**src/rtl/ramb4_s4_arb_if.sv**
```systemverilog
`default_nettype none
// +--------------------------------------------------------------------------+
// | Module      : ramb4_s4_arb_if                                            |
// | Description : Bundle of the two requester ports and the RAMB4_S4 port     |
// |               driven by ramb4_s4_arb.                                    |
// |   Requester x (a/b): req_x, we_x, addr_x[9:0], di_x[3:0] -> arbiter       |
// |                      gnt_x, rvalid_x, rdata_x[3:0]       <- arbiter       |
// |   RAM side         : ram_addr[9:0], ram_di[3:0], ram_en, ram_we, ram_rst  |
// |                      <- arbiter; ram_do[3:0] -> arbiter                  |
// |   Status           : busy <- arbiter                                     |
// |   Modports: slave = arbiter side, master = clients/RAM side.             |
// | Revision    : 1.0 - initial release                                       |
// +--------------------------------------------------------------------------+
interface ramb4_s4_arb_if;
    logic       req_a;
    logic       we_a;
    logic [9:0] addr_a;
    logic [3:0] di_a;
    logic       gnt_a;
    logic       rvalid_a;
    logic [3:0] rdata_a;

    logic       req_b;
    logic       we_b;
    logic [9:0] addr_b;
    logic [3:0] di_b;
    logic       gnt_b;
    logic       rvalid_b;
    logic [3:0] rdata_b;

    logic [9:0] ram_addr;
    logic [3:0] ram_di;
    logic       ram_en;
    logic       ram_we;
    logic       ram_rst;
    logic [3:0] ram_do;

    logic       busy;

    modport slave (
        input  req_a, we_a, addr_a, di_a,
        input  req_b, we_b, addr_b, di_b,
        input  ram_do,
        output gnt_a, rvalid_a, rdata_a,
        output gnt_b, rvalid_b, rdata_b,
        output ram_addr, ram_di, ram_en, ram_we, ram_rst,
        output busy
    );

    modport master (
        output req_a, we_a, addr_a, di_a,
        output req_b, we_b, addr_b, di_b,
        output ram_do,
        input  gnt_a, rvalid_a, rdata_a,
        input  gnt_b, rvalid_b, rdata_b,
        input  ram_addr, ram_di, ram_en, ram_we, ram_rst,
        input  busy
    );
endinterface
`default_nettype wire

```
**src/rtl/ramb4_s4_arb.sv**
```systemverilog
`default_nettype none
// +--------------------------------------------------------------------------+
// | Module      : ramb4_s4_arb                                               |
// | Description : Two-requester arbiter/sequencer for one single-port        |
// |               1024x4 block RAM. One access per cycle is granted to A or  |
// |               B (round-robin or fixed priority on a tie), issued to the  |
// |               RAM from registers, and read data is returned to the       |
// |               winner three cycles after its grant.                       |
// | Ports       : clk_i   - clock, rising edge                               |
// |               rst_n_i - synchronous active-low reset                     |
// |               bus     - ramb4_s4_arb_if.slave (requesters A/B, RAM port, |
// |                         busy)                                            |
// | Parameters  : ARB_MODE - 0 round-robin on tie, 1 A always wins a tie     |
// |               CLR_DATA - word written by the clear sweep                 |
// | Macro       : RAMB4_S4_ARB_CLEAR_EN - when defined, a 1024-cycle sweep   |
// |               writes CLR_DATA to every address after reset.             |
// | Revision    : 1.0 - initial release                                       |
// +--------------------------------------------------------------------------+
module ramb4_s4_arb #(
    parameter int         ARB_MODE = 0,
    parameter logic [3:0] CLR_DATA = 4'h0
) (
    input  logic          clk_i,
    input  logic          rst_n_i,
    ramb4_s4_arb_if.slave bus
);

    logic       gnt_a;
    logic       gnt_b;
    logic       busy;
    logic       issue_rd;
    logic       clearing;
    logic [9:0] clr_addr;

    logic       last_b_q;      // 1 = B received the most recent grant
    logic       last_b_d;

    logic [9:0] ram_addr_q, ram_addr_d;
    logic [3:0] ram_di_q,   ram_di_d;
    logic       ram_en_q,   ram_en_d;
    logic       ram_we_q,   ram_we_d;
    logic       ram_rst_q;

    // In-flight read tags: bit 0 = issued last edge, bit 1 = RAM_DO valid now
    logic [1:0] tag_v_q, tag_v_d;
    logic [1:0] tag_b_q, tag_b_d;

    logic       rvalid_a_q, rvalid_a_d;
    logic       rvalid_b_q, rvalid_b_d;
    logic [3:0] rdata_a_q,  rdata_a_d;
    logic [3:0] rdata_b_q,  rdata_b_d;

`ifdef RAMB4_S4_ARB_CLEAR_EN
    typedef enum logic [0:0] {
        ST_CLEAR = 1'b0,
        ST_RUN   = 1'b1
    } state_t;

    state_t     state_q;
    logic [9:0] clr_cnt_q;

    assign clearing = (state_q == ST_CLEAR);
    assign clr_addr = clr_cnt_q;

    // Sweep one address per cycle; leave CLEAR once address 1023 is issued.
    always_ff @(posedge clk_i) begin
        if (!rst_n_i) begin
            state_q   <= ST_CLEAR;
            clr_cnt_q <= '0;
        end else if (state_q == ST_CLEAR) begin
            clr_cnt_q <= clr_cnt_q + 10'd1;
            if (clr_cnt_q == 10'h3FF) begin
                state_q <= ST_RUN;
            end
        end
    end
`else
    assign clearing = 1'b0;
    assign clr_addr = '0;
`endif

    assign busy = !rst_n_i || clearing;

    // Tie-break: ARB_MODE=1 always favours A; otherwise favour whoever did
    // not win last time.
    always_comb begin
        gnt_a = 1'b0;
        gnt_b = 1'b0;
        if (!busy) begin
            if (bus.req_a && !bus.req_b) begin
                gnt_a = 1'b1;
            end else if (!bus.req_a && bus.req_b) begin
                gnt_b = 1'b1;
            end else if (bus.req_a && bus.req_b) begin
                if ((ARB_MODE != 0) || last_b_q) begin
                    gnt_a = 1'b1;
                end else begin
                    gnt_b = 1'b1;
                end
            end
        end
    end

    // RAM port next state: address/data hold when idle, EN/WE drop.
    always_comb begin
        ram_addr_d = ram_addr_q;
        ram_di_d   = ram_di_q;
        ram_en_d   = 1'b0;
        ram_we_d   = 1'b0;
        last_b_d   = last_b_q;
        if (clearing) begin
            ram_en_d   = 1'b1;
            ram_we_d   = 1'b1;
            ram_addr_d = clr_addr;
            ram_di_d   = CLR_DATA;
        end else if (gnt_a) begin
            ram_en_d   = 1'b1;
            ram_we_d   = bus.we_a;
            ram_addr_d = bus.addr_a;
            ram_di_d   = bus.di_a;
            last_b_d   = 1'b0;
        end else if (gnt_b) begin
            ram_en_d   = 1'b1;
            ram_we_d   = bus.we_b;
            ram_addr_d = bus.addr_b;
            ram_di_d   = bus.di_b;
            last_b_d   = 1'b1;
        end
    end

    assign issue_rd   = (gnt_a && !bus.we_a) || (gnt_b && !bus.we_b);
    assign tag_v_d    = {tag_v_q[0], issue_rd};
    assign tag_b_d    = {tag_b_q[0], gnt_b};

    // The tag in stage 1 marks the cycle in which RAM_DO carries the read.
    assign rvalid_a_d = tag_v_q[1] && !tag_b_q[1];
    assign rvalid_b_d = tag_v_q[1] &&  tag_b_q[1];
    assign rdata_a_d  = rvalid_a_d ? bus.ram_do : rdata_a_q;
    assign rdata_b_d  = rvalid_b_d ? bus.ram_do : rdata_b_q;

    always_ff @(posedge clk_i) begin
        if (!rst_n_i) begin
            ram_addr_q <= '0;
            ram_di_q   <= '0;
            ram_en_q   <= 1'b0;
            ram_we_q   <= 1'b0;
            ram_rst_q  <= 1'b1;
            last_b_q   <= 1'b1;
            tag_v_q    <= '0;
            tag_b_q    <= '0;
            rvalid_a_q <= 1'b0;
            rvalid_b_q <= 1'b0;
            rdata_a_q  <= '0;
            rdata_b_q  <= '0;
        end else begin
            ram_addr_q <= ram_addr_d;
            ram_di_q   <= ram_di_d;
            ram_en_q   <= ram_en_d;
            ram_we_q   <= ram_we_d;
            ram_rst_q  <= 1'b0;
            last_b_q   <= last_b_d;
            tag_v_q    <= tag_v_d;
            tag_b_q    <= tag_b_d;
            rvalid_a_q <= rvalid_a_d;
            rvalid_b_q <= rvalid_b_d;
            rdata_a_q  <= rdata_a_d;
            rdata_b_q  <= rdata_b_d;
        end
    end

    assign bus.gnt_a    = gnt_a;
    assign bus.gnt_b    = gnt_b;
    assign bus.rvalid_a = rvalid_a_q;
    assign bus.rvalid_b = rvalid_b_q;
    assign bus.rdata_a  = rdata_a_q;
    assign bus.rdata_b  = rdata_b_q;
    assign bus.ram_addr = ram_addr_q;
    assign bus.ram_di   = ram_di_q;
    assign bus.ram_en   = ram_en_q;
    assign bus.ram_we   = ram_we_q;
    assign bus.ram_rst  = ram_rst_q;
    assign bus.busy     = busy;

endmodule
`default_nettype wire

```
**src/flat_wrapper.sv**
```systemverilog
// flat-port wrapper written by rule: the top's interface ports become plain ports
module ramb4_s4_arb_flat 
#(
    parameter int         ARB_MODE = 0,
    parameter logic [3:0] CLR_DATA = 4'h0
)
  (clk_i, rst_n_i, bus_req_a, bus_we_a, bus_addr_a, bus_di_a, bus_req_b, bus_we_b, bus_addr_b, bus_di_b, bus_ram_do, bus_gnt_a, bus_rvalid_a, bus_rdata_a, bus_gnt_b, bus_rvalid_b, bus_rdata_b, bus_ram_addr, bus_ram_di, bus_ram_en, bus_ram_we, bus_ram_rst, bus_busy);
  ramb4_s4_arb_if bus_i ();
  input  logic clk_i;
  input  logic rst_n_i;
  input wire logic [$bits(bus_i.req_a)-1:0] bus_req_a;
  input wire logic [$bits(bus_i.we_a)-1:0] bus_we_a;
  input wire logic [$bits(bus_i.addr_a)-1:0] bus_addr_a;
  input wire logic [$bits(bus_i.di_a)-1:0] bus_di_a;
  input wire logic [$bits(bus_i.req_b)-1:0] bus_req_b;
  input wire logic [$bits(bus_i.we_b)-1:0] bus_we_b;
  input wire logic [$bits(bus_i.addr_b)-1:0] bus_addr_b;
  input wire logic [$bits(bus_i.di_b)-1:0] bus_di_b;
  input wire logic [$bits(bus_i.ram_do)-1:0] bus_ram_do;
  output wire logic [$bits(bus_i.gnt_a)-1:0] bus_gnt_a;
  output wire logic [$bits(bus_i.rvalid_a)-1:0] bus_rvalid_a;
  output wire logic [$bits(bus_i.rdata_a)-1:0] bus_rdata_a;
  output wire logic [$bits(bus_i.gnt_b)-1:0] bus_gnt_b;
  output wire logic [$bits(bus_i.rvalid_b)-1:0] bus_rvalid_b;
  output wire logic [$bits(bus_i.rdata_b)-1:0] bus_rdata_b;
  output wire logic [$bits(bus_i.ram_addr)-1:0] bus_ram_addr;
  output wire logic [$bits(bus_i.ram_di)-1:0] bus_ram_di;
  output wire logic [$bits(bus_i.ram_en)-1:0] bus_ram_en;
  output wire logic [$bits(bus_i.ram_we)-1:0] bus_ram_we;
  output wire logic [$bits(bus_i.ram_rst)-1:0] bus_ram_rst;
  output wire logic [$bits(bus_i.busy)-1:0] bus_busy;
  assign bus_i.req_a = bus_req_a;
  assign bus_i.we_a = bus_we_a;
  assign bus_i.addr_a = bus_addr_a;
  assign bus_i.di_a = bus_di_a;
  assign bus_i.req_b = bus_req_b;
  assign bus_i.we_b = bus_we_b;
  assign bus_i.addr_b = bus_addr_b;
  assign bus_i.di_b = bus_di_b;
  assign bus_i.ram_do = bus_ram_do;
  assign bus_gnt_a = bus_i.gnt_a;
  assign bus_rvalid_a = bus_i.rvalid_a;
  assign bus_rdata_a = bus_i.rdata_a;
  assign bus_gnt_b = bus_i.gnt_b;
  assign bus_rvalid_b = bus_i.rvalid_b;
  assign bus_rdata_b = bus_i.rdata_b;
  assign bus_ram_addr = bus_i.ram_addr;
  assign bus_ram_di = bus_i.ram_di;
  assign bus_ram_en = bus_i.ram_en;
  assign bus_ram_we = bus_i.ram_we;
  assign bus_ram_rst = bus_i.ram_rst;
  assign bus_busy = bus_i.busy;
  ramb4_s4_arb #(.ARB_MODE(ARB_MODE), .CLR_DATA(CLR_DATA)) u_core (.clk_i(clk_i), .rst_n_i(rst_n_i), .bus(bus_i));
endmodule
```
**config.mk**
```make
export PLATFORM = sky130hd
export DESIGN_NAME = ramb4_s4_arb_flat
export DESIGN_NICKNAME = d
export VERILOG_FILES = /design/src/rtl/ramb4_s4_arb_if.sv /design/src/rtl/ramb4_s4_arb.sv /design/src/flat_wrapper.sv
export SDC_FILE = /design/constraint.sdc
export NUM_CORES = 1
export LEC_CHECK = 0
export CAP_MARGIN = 20
export CORE_MARGIN = 2
export CORE_UTILIZATION = 23
export DETAILED_ROUTE_END_ITERATION = 7
export PLACE_DENSITY = 0.59
export SLEW_MARGIN = 40
export SYNTH_ARGS = -nofsm -noshare
export SYNTH_HDL_FRONTEND = slang
export SYNTH_SLANG_ARGS = --single-unit
```
**constraint.sdc**
```tcl
create_clock -name clk_i -period 1.88 [get_ports clk_i]
set_clock_uncertainty 0.05 [all_clocks]
set_input_delay 0.376 -clock clk_i [delete_from_list [all_inputs] [get_ports clk_i]]
set_output_delay 0.376 -clock clk_i [all_outputs]
set_load 0.005 [all_outputs]
```
After elaboration in Yosys (flattened, before gate mapping)
Cells that the tools add are included.
{"block": "word_totals", "mem_count": 0, "latchBits": 0, "inputBits": 38, "ramBits": 0, "ff_bits": 32, "romBits": 0, "output_inout_bits": 30}
{"block": "op_classes", "shift": 0, "order_cmp": 0, "bitwise_logic": 0, "eq_ne": 0, "mux": 21, "addsub": 0, "n_div": 0, "n_mul": 0, "n_reduce_logical": 15}
{"op": "$mux 10", "n": 2}
{"op": "$mux 1", "n": 17}
{"op": "$mux 4", "n": 2}
{"op": "$logic_and 1x1->1", "n": 7}
{"op": "$logic_not 1->1", "n": 6}
{"op": "$reduce_bool 2->1", "n": 1}
{"op": "$logic_or 1x1->1", "n": 1}

Logic depth before layout (Yosys ltp)
{"block": "depth", "depth_word": 7, "depth_mapped": 6}

Worst setup path before layout
Ideal clock, no wire load.
{"block": "synth_path", "kind": "input port to output port", "from": "in rst_n_i", "to": "out bus_gnt_a", "n_path_buf": 2, "t_arrival_ps": 934, "path_stages": 5, "setup_slack_ps": 520, "cell_sequence": "and2_1 -> buf_6 -> nand2_4 -> inv_2 -> buf_8"}
{"block": "synth_between", "elab_chain_cells": 1}
{"item": "from (decl)", "line": "flat_wrapper.sv:10", "source": "input logic rst_n_i;"}
{"item": "$mux 1", "line": "ramb4_s4_arb.sv:89", "source": "if (!busy) begin"}
{"item": "to (decl)", "line": "flat_wrapper.sv:20", "source": "output wire logic [$bits(bus_i.gnt_a)-1:0] bus_gnt_a;"}
No other way between the ends.

Worst setup path after layout
{"block": "layout_path", "from": "in bus_req_b", "to": "out bus_gnt_a"}
{"block": "layout_between", "elab_chain_cells": 5}
{"item": "from (decl)", "line": "flat_wrapper.sv:15", "source": "input wire logic [$bits(bus_i.req_b)-1:0] bus_req_b;"}
{"item": "$logic_and 1x1->1", "line": "ramb4_s4_arb.sv:94", "source": "end else if (bus.req_a && bus.req_b) begin"}
{"item": "$mux 1", "line": "ramb4_s4_arb.sv:94"}
{"item": "$mux 1", "line": "ramb4_s4_arb.sv:92", "source": "end else if (!bus.req_a && bus.req_b) begin"}
{"item": "$mux 1 *", "line": "ramb4_s4_arb.sv:90", "source": "if (bus.req_a && !bus.req_b) begin"}
{"item": "$mux 1 *", "line": "ramb4_s4_arb.sv:89"}
Mark *: on every way between the ends. The rest lies on a longest branch, timed or not.

==> impl_metrics.env <==
export IMPL_setup_ws_ns=0.0612
export IMPL_die_h_um=81.3
export IMPL_dp_hpwl_um=2670
export IMPL_crit_path_end_kind="primary output"
export IMPL_tightest_slew_ns=0.413
export IMPL_intPower_uw=1220
export IMPL_drc=0
export IMPL_cts_max_path_buffers=2
export IMPL_start_util_pct=23.5
export IMPL_yosysWarningCount=0
export IMPL_grt_use_total_pct=11.2
export IMPL_crit_fanout=3
export IMPL_required_ns=1.45
export IMPL_dpl_worst_slack_ns=-0.230
export IMPL_critical_path_arrival_ns=1.39
export IMPL_ys_ff_latch=32
export IMPL_finalCriticalPeriod_ns=1.82
export IMPL_sequentialPowerShare_pct=46.6
export IMPL_crit_type="in -> out"
export IMPL_worstSetupStartpointType="input port"
export IMPL_status="complete, no violations"
export IMPL_dp_cells=286
export IMPL_synth_fp_nets=178
export IMPL_wl_per_cell_um=12.0
export IMPL_antenna_found_initial=0
export IMPL_placed_cell_area_sq_um=2190
export IMPL_powerDensity_nw_per_um2=695
export IMPL_vdd_ir_drop_max_mv=0.206
export IMPL_clock_root_buffer="clkbuf_8"
export IMPL_cts_max_level=2
export IMPL_final_cell_mix="64 x clkdlybuf4s50_1, 36 x nand2_1, 32 x dfxtp_1"
export IMPL_ant_nets=0
export IMPL_period_share_pct=96.7
export IMPL_num_rows=28
export IMPL_synth_area_per_cell_sq_um=9.82
export IMPL_total_power_uw=1590
export IMPL_io_pins=68
export IMPL_p_clk_share_pct=33.2
export IMPL_synthCells=140
export IMPL_final_net_count=257
export IMPL_postCtsHoldBufs=0
export IMPL_cts_clk_slew_worst_paths_ns=0.06
export IMPL_cap_violations=0
export IMPL_core_area_sq_um=5850
export IMPL_p_leak_uw=0.000865
export IMPL_cts_inserted_buffers=5
export IMPL_antennaDiodeCount=0
export IMPL_die_w_um=81.3
export IMPL_critPathLaunch="bus_req_b"
export IMPL_clock_sinks=32
export IMPL_grt_max_degree=21
export IMPL_p_sw_uw=370
export IMPL_grt_first_pass_wirelength_um=5690
export IMPL_wl_um=3550
export IMPL_swShare_pct=23.2
export IMPL_drt_pass1_iter_count=4
export IMPL_combPwrFrac_pct=20.2
export IMPL_grt_overflow=0
export IMPL_min_path_type="reg -> reg"
export IMPL_drv_slew=0
export IMPL_cts_tree="built"
export IMPL_min_from="u_core.tag_v_q[0]$_SDFF_PN0_"
export IMPL_gp_congestion=0.744
export IMPL_synth_area_sq_um=1380
export IMPL_ys_top_cells_by_area="dfxtp_1 47%, o311ai_4 15%, nand2_1 9.8%, nand3_1 6.9%, mux2i_1 2.9%"
export IMPL_vias=1270
export IMPL_ys_types=26
export IMPL_hold_violations=0
export IMPL_grt_pass1_vias=1237
export IMPL_via_per_inst=4.31
export IMPL_finalNonFillerCells=295
export IMPL_die_area_sq_um=6610
export IMPL_relSlewSlack_pct=72.4
export IMPL_r2r_start="u_core.last_b_q$_SDFFE_PN1P_"
export IMPL_achievable_frequency_mhz=550
export IMPL_n_fill_cell=601
export IMPL_synth_top_area_cell="dfxtp_1"
export IMPL_drive_gt1_share_pct=16.4
export IMPL_setup_viol=0
export IMPL_yosysTopAreaCellShare_pct=46.6
export IMPL_drt_iter0_drc=47
export IMPL_clk_latency_ns=0.28
export IMPL_numPortBuffers=67
export IMPL_final_common_cell="clkdlybuf4s50_1"
export IMPL_final_core_util_pct=39.2
export IMPL_final_area_sq_um=2290
export IMPL_yosysSeqAreaShare_pct=46.6
export IMPL_areaGrowthSynthToFinish_pct=66.6
export IMPL_rsz0062_at_grt="no"
## worst max-delay path, cell delays in order
cell and delay [ns]:
clkdlybuf4s50_1 0.52, nand2b_1 0.12, nand2_4 0.08, inv_2 0.04, dlygate4sd2_1 0.26
## synth_stat cells
cell	number
nand2_1	36
dfxtp_1	32
nand3_1	19
o311ai_4	8
nor2_1	7
a21oi_1	4
clkbuf_1	4
mux2i_1	4
o311ai_0	4
and2_1	3
inv_1	2
inv_2	2
o311ai_1	2
a22o_1	1
and3_1	1
buf_2	1
buf_4	1
buf_6	1
buf_8	1
clkbuf_2	1
nand2_4	1
nand2b_1	1
nor2b_1	1
nor3b_2	1
o21ai_0	1
o22ai_1	1
## final timing paths
path	end	slack [ns]	depth (start not counted)
hold reg to reg	u_core.tag_v_q[1]$_SDFF_PN0_	0.39	1
setup / recovery	bus_gnt_a	0.06	5
setup reg to reg	u_core.bus.ram_addr[7]$_SDFFE_PN0P_	0.53	5
hold / removal	u_core.tag_v_q[1]$_SDFF_PN0_	0.39	1
## timing repair
item	4_1_cts	5_1_grt
gates resized for setup	4	3
setup endpoints to repair	3	1
setup buffers	1	0
## power groups by stage
stage	clock [uW]	sequential, uW	combinational, uW
6_report	528	742	321
5_1_grt	578	747	349
4_1_cts	546	743	327
3_5_place_dp	0	758	326
3_3_place_gp	0	757	326
2_1_floorplan	0	759	124
## cell families after synthesis
kind of cell    synth area share [%]
mux                             2.91
flops                           46.6
buf+inv                         5.37
compound gates                  22.0
simple gates                    23.1
## stage by stage
step | hold WS, ns | TNS, ns
after floorplan | 0.362 | 0
after global placement | 0.373 | -1.22
after global routing | 0.408 | 0
final | 0.386 | 0
after detailed placement | 0.373 | -1.69
after CTS | 0.387 | 0
## cell type report
cell class / instances / area, sq um / share of cell area (%)
clock buffer: 8 / 90.1 / 3.93
inverter: 4 / 15.0 / 0.655
multi-input combinational: 95 / 671 / 29.3
sequential: 32 / 641 / 28.0
tap: 75 / 93.8 / 4.10
timing repair buffer: 81 / 781 / 34.1
## routing by layer
layer  part of all wire [%]  GRT usage [%]  vias to the layer above
met4                    1.2           4.58                        0
met2                     51           18.6                       34
met5                      0              0                        -
met1                     41           13.5                      585
li1                       -              -                      646
met3                    6.2           3.44                        5
## flip-flops by register name, summed over array words and instances (netlist names)
signal / flops
u_core.bus.ram_addr: 10
u_core.tag_v_q: 2
u_core.bus.rvalid_a: 1
u_core.bus.ram_di: 4
u_core.bus.ram_en: 1
u_core.bus.rdata_b: 4
u_core.bus.ram_rst: 1
u_core.bus.ram_we: 1
u_core.last_b_q: 1
u_core.tag_b_q: 2
u_core.bus.rdata_a: 4
u_core.bus.rvalid_b: 1
(Power assumes the default switching activity.)
